$ cat config.mk
export PLATFORM = sky130hd
export DESIGN_NAME = channel_sequencer
export DESIGN_NICKNAME = d
export VERILOG_FILES = /design/src/rtl/channel_pkg.sv /design/src/rtl/channel_tag_timer.sv /design/src/rtl/channel_sequencer.sv
export SDC_FILE = /design/constraint.sdc
export NUM_CORES = 1
export LEC_CHECK = 0
export ABC_AREA = 1
export BUFFER_PORTS_ARGS = -buffer_cell sky130_fd_sc_hd__buf_2
export CORE_MARGIN = 10
export CORE_UTILIZATION = 50
export CTS_CLUSTER_SIZE = 14
export DETAILED_ROUTE_END_ITERATION = 10
export HOLD_SLACK_MARGIN = 0.05
export PLACE_DENSITY = 0.74
export SYNTH_ARGS = -nofsm -noshare
export SYNTH_HDL_FRONTEND = slang
export SYNTH_SLANG_ARGS = --single-unit
$ cat constraint.sdc
create_clock -name clk_i -period 4.1 [get_ports clk_i]
set_input_delay 0.41 -clock clk_i [delete_from_list [all_inputs] [get_ports clk_i]]
set_output_delay 0.41 -clock clk_i [all_outputs]
set_load 0.03 [all_outputs]
$ cat src/rtl/channel_pkg.sv
// Shared definitions for the channel-B sequencer: status bits, command codes,
// result codes, FSM state encoding and the outbound tag bundle.
package channel_pkg;

  localparam int unsigned StatUc   = 6;
  localparam int unsigned StatCe   = 5;
  localparam int unsigned StatDe   = 4;
  localparam int unsigned StatBusy = 3;

  localparam logic [7:0] CmdTestIo = 8'h00;
  localparam logic [7:0] CmdWrite  = 8'h01;
  localparam logic [7:0] CmdRead   = 8'h02;
  localparam logic [7:0] CmdNop    = 8'h03;

  typedef enum logic [1:0] {
    ResOk           = 2'd0,
    ResNoDevice     = 2'd1,
    ResAddrMismatch = 2'd2,
    ResTimeout      = 2'd3
  } result_e;

  typedef enum logic [3:0] {
    StIdle, StSel, StAddrIn, StCmd, StIstat, StIstatAck,
    StData, StDack, StStop, StFstat, StFstatAck, StFinish
  } state_e;

  typedef struct packed {
    logic hold;
    logic select;
    logic address;
    logic command;
    logic service;
  } tags_t;

  function automatic logic is_wait_state(state_e st);
    return (st != StIdle) && (st != StFinish);
  endfunction

  // True when the operation ends right after initial status.
  function automatic logic ends_at_istat(logic [7:0] cmd, logic [7:0] stat);
    return stat[StatBusy] || (stat[StatCe] && stat[StatDe]) ||
           !((cmd == CmdWrite) || (cmd == CmdRead));
  endfunction

endpackage

$ cat src/rtl/channel_tag_timer.sv
// Cycle counter for tag-wait states; restarts on clear and flags when the
// wait has lasted Timeout cycles (Timeout of zero never expires).
module channel_tag_timer #(
  parameter logic [15:0] Timeout = 16'd1000
) (
  input  logic clk_i,
  input  logic rst_i,
  input  logic clear_i,
  output logic expired_o
);

  logic [15:0] cnt_q;

  always_ff @(posedge clk_i or posedge rst_i) begin
    if (rst_i) begin
      cnt_q <= 16'd0;
    end else if (clear_i) begin
      cnt_q <= 16'd0;
    end else if (cnt_q != 16'hFFFF) begin
      cnt_q <= cnt_q + 16'd1;
    end
  end

  assign expired_o = (Timeout != 16'd0) && (cnt_q >= Timeout);

endmodule

$ cat src/rtl/channel_sequencer.sv
// Channel-side engine: selection, optional READ/WRITE byte transfer with STOP
// at the byte limit, and final status, one operation per start pulse.
module channel_sequencer
  import channel_pkg::*;
#(
  parameter logic [15:0] Timeout = 16'd1000
) (
  input  logic       clk_i,
  input  logic       rst_i,
  input  logic       start_i,
  input  logic [7:0] address_i,
  input  logic [7:0] command_i,
  input  logic [7:0] byte_count_i,
  output logic       busy_o,
  output logic       done_o,
  output logic [1:0] result_o,
  output logic [7:0] status_o,
  output logic [7:0] count_o,
  input  logic [7:0] tx_data_i,
  input  logic       tx_valid_i,
  output logic       tx_ready_o,
  output logic [7:0] rx_data_o,
  output logic       rx_valid_o,
  output logic [7:0] bus_out_o,
  output logic       operational_out_o,
  output logic       hold_out_o,
  output logic       select_out_o,
  output logic       address_out_o,
  output logic       command_out_o,
  output logic       service_out_o,
  output logic       suppress_out_o,
  input  logic [7:0] bus_in_i,
  input  logic       operational_in_i,
  input  logic       request_in_i,
  input  logic       select_in_i,
  input  logic       address_in_i,
  input  logic       status_in_i,
  input  logic       service_in_i
);

  state_e     state_q, state_d;
  result_e    result_q, result_d;
  tags_t      tags_q, tags_d;
  logic [7:0] addr_q, addr_d, cmd_q, cmd_d, limit_q, limit_d;
  logic [7:0] status_q, status_d, count_q, count_d, rx_data_q, rx_data_d, bus_q, bus_d;
  logic       busy_q, busy_d, done_q, done_d, tx_ready_q, tx_ready_d, rx_valid_q, rx_valid_d;
  logic       op_q, timer_expired, timer_clear;
  logic       unused_request;

  assign unused_request = request_in_i;
  assign timer_clear    = (state_d != state_q) || !is_wait_state(state_q);

  channel_tag_timer #(
    .Timeout(Timeout)
  ) u_timer (
    .clk_i    (clk_i),
    .rst_i    (rst_i),
    .clear_i  (timer_clear),
    .expired_o(timer_expired)
  );

  always_comb begin
    state_d    = state_q;
    result_d   = result_q;
    tags_d     = tags_q;
    addr_d     = addr_q;
    cmd_d      = cmd_q;
    limit_d    = limit_q;
    status_d   = status_q;
    count_d    = count_q;
    rx_data_d  = rx_data_q;
    bus_d      = bus_q;
    busy_d     = busy_q;
    done_d     = 1'b0;
    tx_ready_d = 1'b0;
    rx_valid_d = 1'b0;

    if (is_wait_state(state_q) && timer_expired) begin
      tags_d   = '0;
      result_d = ResTimeout;
      state_d  = StFinish;
    end else begin
      unique case (state_q)
        StIdle: begin
          if (start_i) begin
            addr_d   = address_i;
            cmd_d    = command_i;
            limit_d  = byte_count_i;
            count_d  = 8'd0;
            result_d = ResOk;
            busy_d   = 1'b1;
            bus_d    = address_i;
            tags_d   = '{hold: 1'b1, select: 1'b1, address: 1'b1, command: 1'b0, service: 1'b0};
            state_d  = StSel;
          end
        end
        StSel: begin
          if (operational_in_i) begin
            tags_d.address = 1'b0;
            state_d        = StAddrIn;
          end else if (select_in_i) begin
            tags_d   = '0;
            result_d = ResNoDevice;
            state_d  = StFinish;
          end
        end
        StAddrIn: begin
          if (address_in_i) begin
            if (bus_in_i != addr_q) begin
              tags_d   = '0;
              result_d = ResAddrMismatch;
              state_d  = StFinish;
            end else begin
              bus_d          = cmd_q;
              tags_d.command = 1'b1;
              state_d        = StCmd;
            end
          end
        end
        StCmd: begin
          if (!address_in_i) begin
            tags_d.command = 1'b0;
            state_d        = StIstat;
          end
        end
        StIstat: begin
          if (status_in_i) begin
            status_d       = bus_in_i;
            tags_d.service = 1'b1;
            tags_d.select  = 1'b0;
            tags_d.hold    = 1'b0;
            state_d        = StIstatAck;
          end
        end
        StIstatAck: begin
          if (!status_in_i) begin
            tags_d.service = 1'b0;
            if (ends_at_istat(cmd_q, status_q)) begin
              result_d = ResOk;
              state_d  = StFinish;
            end else begin
              state_d = StData;
            end
          end
        end
        StData: begin
          // Status wins over a simultaneous service request.
          if (status_in_i) begin
            status_d       = bus_in_i;
            tags_d.service = 1'b1;
            state_d        = StFstatAck;
          end else if (service_in_i) begin
            if (count_q == limit_q) begin
              tags_d.command = 1'b1;
              state_d        = StStop;
            end else if (cmd_q == CmdRead) begin
              rx_data_d      = bus_in_i;
              rx_valid_d     = 1'b1;
              tags_d.service = 1'b1;
              count_d        = count_q + 8'd1;
              state_d        = StDack;
            end else if (tx_valid_i) begin
              bus_d          = tx_data_i;
              tx_ready_d     = 1'b1;
              tags_d.service = 1'b1;
              count_d        = count_q + 8'd1;
              state_d        = StDack;
            end
          end
        end
        StDack: begin
          if (!service_in_i) begin
            tags_d.service = 1'b0;
            state_d        = StData;
          end
        end
        StStop: begin
          if (!service_in_i) begin
            tags_d.command = 1'b0;
            state_d        = StFstat;
          end
        end
        StFstat: begin
          if (status_in_i) begin
            status_d       = bus_in_i;
            tags_d.service = 1'b1;
            state_d        = StFstatAck;
          end
        end
        StFstatAck: begin
          if (!status_in_i) begin
            tags_d.service = 1'b0;
            result_d       = ResOk;
            state_d        = StFinish;
          end
        end
        StFinish: begin
          done_d  = 1'b1;
          busy_d  = 1'b0;
          tags_d  = '0;
          bus_d   = 8'd0;
          state_d = StIdle;
        end
        default: state_d = StIdle;
      endcase
    end
  end

  always_ff @(posedge clk_i or posedge rst_i) begin
    if (rst_i) begin
      state_q    <= StIdle;
      result_q   <= ResOk;
      tags_q     <= '0;
      addr_q     <= 8'd0;
      cmd_q      <= 8'd0;
      limit_q    <= 8'd0;
      status_q   <= 8'd0;
      count_q    <= 8'd0;
      rx_data_q  <= 8'd0;
      bus_q      <= 8'd0;
      busy_q     <= 1'b0;
      done_q     <= 1'b0;
      tx_ready_q <= 1'b0;
      rx_valid_q <= 1'b0;
      op_q       <= 1'b0;
    end else begin
      state_q    <= state_d;
      result_q   <= result_d;
      tags_q     <= tags_d;
      addr_q     <= addr_d;
      cmd_q      <= cmd_d;
      limit_q    <= limit_d;
      status_q   <= status_d;
      count_q    <= count_d;
      rx_data_q  <= rx_data_d;
      bus_q      <= bus_d;
      busy_q     <= busy_d;
      done_q     <= done_d;
      tx_ready_q <= tx_ready_d;
      rx_valid_q <= rx_valid_d;
      op_q       <= 1'b1;
    end
  end

  assign busy_o            = busy_q;
  assign done_o            = done_q;
  assign result_o          = result_q;
  assign status_o          = status_q;
  assign count_o           = count_q;
  assign tx_ready_o        = tx_ready_q;
  assign rx_data_o         = rx_data_q;
  assign rx_valid_o        = rx_valid_q;
  assign bus_out_o         = bus_q;
  assign operational_out_o = op_q;
  assign hold_out_o        = tags_q.hold;
  assign select_out_o      = tags_q.select;
  assign address_out_o     = tags_q.address;
  assign command_out_o     = tags_q.command;
  assign service_out_o     = tags_q.service;
  assign suppress_out_o    = 1'b0;

endmodule
# [Yosys cells after proc, flatten, opt, wreduce, memory -nomap -nowiden]
# Cells that the tools add are included.
[classes] n_addsub=2 n_mul=0 n_div=0 order_cmp=1 eq_ne=48 shifts=0 mux=91 bitwise_logic=3 reduce_logical=34
[ops] operator="2-to-1 mux 8 bit" n=14
[ops] operator="2-to-1 mux 4 bit" n=19
[ops] operator="!= test 3 bit (second input constant)" n=16
[ops] operator="case mux 4 bit (11 select lines)" n=1
[ops] operator="2-to-1 mux 16 bit" n=2
[ops] operator="case mux 8 bit (4 select lines)" n=1
[ops] operator="2-to-1 mux 1 bit" n=29
[ops] operator="2-to-1 mux 2 bit" n=13
[ops] operator="2-to-1 mux 5 bit" n=4
[ops] operator="case mux 2 bit (5 select lines)" n=2
[ops] operator="AND reduction 10 bit" n=2
[ops] operator="adder 16 x 1 -> 16 bit (second input constant)" n=1
[ops] operator="== test 4 x 3 -> 1 bit (second input constant)" n=4
[ops] operator="== test 4 bit (second input constant)" n=4
[ops] operator="greater-or-equal comparator 16 x 10 -> 1 bit (second input constant)" n=1
[ops] operator="!= test 16 bit (second input constant)" n=1
[ops] operator="!= test 2 bit (second input constant)" n=8
[ops] operator="!= test 4 bit (second input constant)" n=4
[ops] operator="case mux 8 bit (2 select lines)" n=1
[ops] operator="AND reduction 7 bit" n=2
[ops] operator="AND reduction 12 bit" n=1
[ops] operator="nonzero test 6 bit" n=2
[ops] operator="AND reduction 3 bit" n=3
[ops] operator="AND reduction 9 bit" n=1
[ops] operator="other kinds (30)" n=43
[totals] reg_bits=88 latch_bits=0 ram_bits=0 rom_bits=0 in_bits=50 out_inout_bits=45 wordCells=199 n_memories=0

# [Logic depth before layout (Yosys ltp)]
[depth] depth_word=11 mapped_depth=15 mapped_depth_nobuf=15

# [Cells and area by module]
# Synthesis repeated with hierarchy kept, for this count alone.
[hier_totals] hier_cells=692 area_unflattened_um2=5114.9
[modules_own_cells] module="channel_sequencer" instances=1 cells_each=546 area_per_inst_um2=4083.9 seq_area_each_um2=1776.7
[modules_own_cells] module="channel_tag_timer" instances=1 cells_each=146 area_per_inst_um2=1031.0 seq_area_each_um2=400.4

# [Worst setup path after synthesis]
# OpenSTA, ideal clock, no wires.
[synth_timing] path_type="register to register" from="register state_q[0]" to="register bus_q[0] (netlist: bus_out_o[0])" setup_ps=128 arrival_time_ps=1709 t_required_ps=3972 setup_slack_ps=2263 stages_incl_launch_ff=13 path_buffers=2 synth_period_minus_slack_ps=1837 path_cell_list="dfrtp_1 > buf_4 > inv_2 > nand2_4 > nor2_8 > nor2_4 > nand2_4 > nand2_2 > nor4_4 > nand2_2 > buf_6 > nand2_1 > o21ai_2"
[synth_between] elab_chain_len=5 elab_cells_between_ends=20 cone_classes="12 x eq/ne; 1 x mux; 1 x bitwise; 6 x reduce/logical"
[synth_rtl] item="from (decl)" line="channel_sequencer.sv:41" rtl="state_e state_q, state_d;"
[synth_rtl] item="from (signal assigned)" line="channel_sequencer.sv:211" rtl="state_q <= StIdle;"
[synth_rtl] item="from (signal assigned)" line="channel_sequencer.sv:227" rtl="state_q <= state_d;"
[synth_rtl] item="!= test 4 bit or nonzero test 4 bit (tied branches)" line="channel_pkg.sv:36" rtl="return (st != StIdle) && (st != StFinish);"
[synth_rtl] item="logical AND 1 bit" line="channel_pkg.sv:36"
[synth_rtl] item="logical AND 1 bit" line="channel_sequencer.sv:78" rtl="if (is_wait_state(state_q) && timer_expired) begin"
[synth_rtl] item="inverter 1 bit (no source line)"
[synth_rtl] item="AND reduction 10 bit (no source line)"
[synth_rtl] item="to (signal assigned)" line="channel_sequencer.sv:236" rtl="bus_q <= bus_d;"
[synth_rtl] item="to (decl)" line="channel_sequencer.sv:45" rtl="logic [7:0] status_q, status_d, count_q, count_d, rx_data_q, rx_data_d, bus_q, bus_d;"
# Several ways; a longest one is shown, not always the timed one.
# A chain may end at the register's enable or synchronous reset.

# [Worst setup path in the final report]
[layout_timing] from="register state_q[3]" to="register count_q[3] (netlist: count_o[3])"
[layout_between] elab_chain_len=5 elab_cells_between_ends=15 cone_classes="7 x eq/ne; 1 x mux; 1 x bitwise; 6 x reduce/logical"
[layout_rtl] item="!= test 4 bit or nonzero test 4 bit (tied branches)" line="channel_pkg.sv:36"
[layout_rtl] item="logical AND 1 bit" line="channel_pkg.sv:36"
[layout_rtl] item="logical AND 1 bit" line="channel_sequencer.sv:78"
[layout_rtl] item="inverter 1 bit (no source line)"
[layout_rtl] item="AND reduction 7 bit (no source line)"
[layout_rtl] item="to (signal assigned)" line="channel_sequencer.sv:234" rtl="count_q <= count_d;"
[layout_rtl] item="to (decl)" line="channel_sequencer.sv:45"
# Several ways; a longest one is shown, not always the timed one.

==> results.ini <==
[global_route]
overflow = 0
grt_pass1_vias = 4245
grt_max_degree = 60
grt_usage_pct = 17.79
antenna_found_initial = 0
grt_pass1_wl_mm = 20.80

[placed_design]
port_buffers = 92
place_ws_ns = 1.601
placed_cells = 819
post-dp-hpwl_mm = 9.482
gp_congestion = 0.8943

[cts]
post_cts_resized = 0
cts_hold_buffers = 0
clockBufferDepth = 2
cts_tree = done
cts-root-buf = clkbuf_8
clk_latency_ns = 0.35
post_cts_buffers = 0
cts_sinks = 87
clk_pin_slew_worst_paths_ns = 0.09
cts_buffers = 9
h-tree-depth = 3

[power_and_ir_drop]
total_power_uw = 3559
internal-power_uw = 1904
p_sw_uw = 1655
swShare_pct = 46.50
combPwrFrac_pct = 46.8
powerDensity_nw_per_um2 = 647.3
pwr-share-seq_pct = 36.5
p_leak_uw = 0.002891
peakVddDrop_uv = 299.5
p_clk_share_pct = 16.8

[setup_path]
rrSetupSlack_ns = 1.56
r2r_start = state_q[3]
critPathKind = flop to flop
cp_max_fo = 23
r2r_end = count_o[3]
start_kind = flop
arrival_ns = 2.83
cp_slowest_cell = nor2_4
cp_top_family = simple AND/OR/NAND/NOR gates
worstRegToRegCells = 9
endpoint_kind = flop
path_buf_inv = 1
cpPeakStageDelay_ns = 0.51
worstPathRequired_ns = 4.38
critical_path.cell_chain = inv_2 > nand2_1 > nor2_4 > nor2_1 > a31oi_1 > nand3_1 > nor2_1 > o21ai_0 > a21oi_1
path_common_cell = nor2_1

[worst_hold_path]
hold_end = limit_q[0]
min-delay-start = byte_count_i[0]
hold_depth = 3
min_path_type = input pin to flop

[cells_and_area]
diodes = 0
nets = 754
syn2layout_area_growth_pct = 15.06
layout-drive-gt1-share_pct = 20.00
final_cells = 834
post-route-util_pct = 59.22

[timing]
finalSetupTns_ns = 0
period_minus_slack_ns = 2.545
finalClockSkew_ns = 0.01076
fin_ws_ns = 1.555
finalMaxSlewViolations = 0
max_slew_margin_pct = 29.04
hold_viol = 0
setup_violations = 0
rsz0062_at_grt = false
worstMarginPinSlew_ns = 1.063
fmax_ghz = 0.3930
fin_crit_sh_pct = 62.07

[floorplan]
die_h_um = 117.8
start_util_pct = 51.47
die_x_um = 117.8
dieArea_um2 = 13870
num_io_pins = 95
placement_rows = 35
coreArea_um2 = 9284

[route]
antenna_left = 0
wirelength_mm = 12.46
drc = 0
drtIter0Drc = 358
vias = 4367
avgViaCountPerCell = 5.236
routedWlPerCell_um = 14.94
dr.pass1.iters = 5

[yosys]
ys_ff_latch = 87
yosysUniqueCellTypes = 43
async_flop_share_pct = 100.0
yosysSeqAreaShare_pct = 45.56
avgSynthCellArea_um2 = 7.821
yosys_warnings = 0
synth_edf_count = 0
ys.flop_type = dfrtp_1
syn-cell-area_um2 = 4778
synthCells = 611

[run]
maxCapViolCount = 0

[run_status]
status = complete, no violations

-- flip-flops by register name, summed over array words and instances, names as in the netlist --
signal             cells
address_out_o          1
service_out_o          1
addr_q                 8
u_timer.cnt_q         16
hold_out_o             1
limit_q                8
operational_out_o      1
busy_o                 1
bus_out_o              8
state_q                4
cmd_q                  8
command_out_o          1
result_o               2
rx_valid_o             1
rx_data_o              8
done_o                 1
count_o                8
status_o               8
tx_ready_o             1
-- through the flow --
step           area, um^2  hold slack, ns
6_report             5498          0.2537
3_5_place_dp         5305          0.4680
5_1_grt              5498          0.2571
3_3_place_gp         5305          0.4629
4_1_cts              5498          0.2435
2_1_floorplan        4801          0.4692
-- worst max-delay path by stage --
stage | from | endpoint | cells past startpoint
after floorplan | rst_i | addr_q[0] | 1
after global placement | state_q[3] | count_o[3] | 10
after detailed placement | state_q[3] | count_o[3] | 10
after CTS | state_q[3] | count_o[3] | 10
after global routing | state_q[0] | count_o[5] | 10
final | state_q[3] | count_o[3] | 9
-- routing by layer --
layer  vias to the layer above  global-route usage, %  share of wire, %
met1                      2032                  22.54                43
met5                         -                      0                 0
met2                       173                  29.13                48
met4                         0                  4.637               1.9
met3                        25                  4.940               7.2
li1                       2137                      -                 -
-- worst register-to-register path: stages (launching register included) --
cell,delay [ns]
dfrtp_1,0.49
inv_2,0.16
nand2_1,0.12
nor2_4,0.51
nor2_1,0.18
a31oi_1,0.23
nand3_1,0.36
nor2_1,0.22
o21ai_0,0.09
a21oi_1,0.12
-- cells in the final DEF (no fill, tap or decap), types with 2 or more instances in the layout --
| master | Yosys | final |
|---|---|---|
| o31ai_1 | 6 | 6 |
| nor2_1 | 63 | 63 |
| dfrtp_1 | 87 | 87 |
| ha_1 | 3 | 3 |
| o21ai_0 | 34 | 34 |
| o22ai_1 | 2 | 2 |
| a22oi_1 | 4 | 4 |
| buf_2 | 5 | 92 |
| o21ai_1 | 7 | 7 |
| nand2_4 | 4 | 4 |
| xor2_1 | 7 | 7 |
| a31oi_1 | 2 | 2 |
| o21a_1 | 3 | 3 |
| a21oi_1 | 18 | 18 |
| conb_1 | 2 | 8 |
| clkinv_2 | 0 | 2 |
| xnor2_1 | 14 | 14 |
| nand3_1 | 29 | 29 |
| inv_1 | 59 | 58 |
| o211ai_1 | 4 | 4 |
| clkbuf_8 | 0 | 9 |
| nand2_2 | 5 | 5 |
| inv_2 | 6 | 6 |
| o21ai_2 | 5 | 5 |
| nor4_1 | 3 | 3 |
| nor2_4 | 5 | 5 |
| nor3_1 | 5 | 5 |
| inv_6 | 0 | 2 |
| a221oi_1 | 4 | 4 |
| nand4_1 | 18 | 18 |
| nand2_1 | 181 | 181 |
-- synthesized netlist by cell type (5+ instances only) --
master | n | area, um^2
nor3_1 | 5 | 25.02
nand4_1 | 18 | 112.6
o21ai_2 | 5 | 43.79
nand3_1 | 29 | 145.1
clkbuf_1 | 6 | 22.52
o31ai_1 | 6 | 45.04
inv_2 | 6 | 22.52
xnor2_1 | 14 | 122.6
dfrtp_1 | 87 | 2177
o21ai_0 | 34 | 170.2
a21oi_1 | 18 | 90.09
buf_2 | 5 | 25.02
nor2_4 | 5 | 56.30
nor2_1 | 63 | 236.5
xor2_1 | 7 | 61.31
inv_1 | 59 | 221.5
nand2_1 | 181 | 679.4
nand2_2 | 5 | 31.28
o21ai_1 | 7 | 35.03
-- cells by family after synthesis --
family | count (synthesis) | share of synthesized area, %
AND/OR/NAND/NOR | 320 | 29.98
AO/OA/AOI/OAI | 93 | 11.91
flip-flops | 87 | 45.56
buffers and inverters | 85 | 7.750
XOR/XNOR | 21 | 3.849
adder cells (fa/ha/maj) | 3 | 0.7856
other | 2 | 0.1572
-- power by group through the flow --
stage	combinational (uW)	clock [uW]	sequential, uW
after floorplan	1110	0	1460
after global placement	1630	0	1300
after detailed placement	1660	0	1310
after CTS	1660	614	1290
after global routing	1850	651	1330
final	1660	597	1300
-- layout make-up --
class | count | area, um^2
clock buffers | 9 | 123.9
clock inverters | 6 | 68.82
fillers | 915 | 3786
inverters | 65 | 245.2
multi-input cells | 445 | 2253
flip-flops and latches | 87 | 2177
well taps | 129 | 161.4
repair buffers | 93 | 467.9
Note: power is estimated with default switching activity, not from simulation.
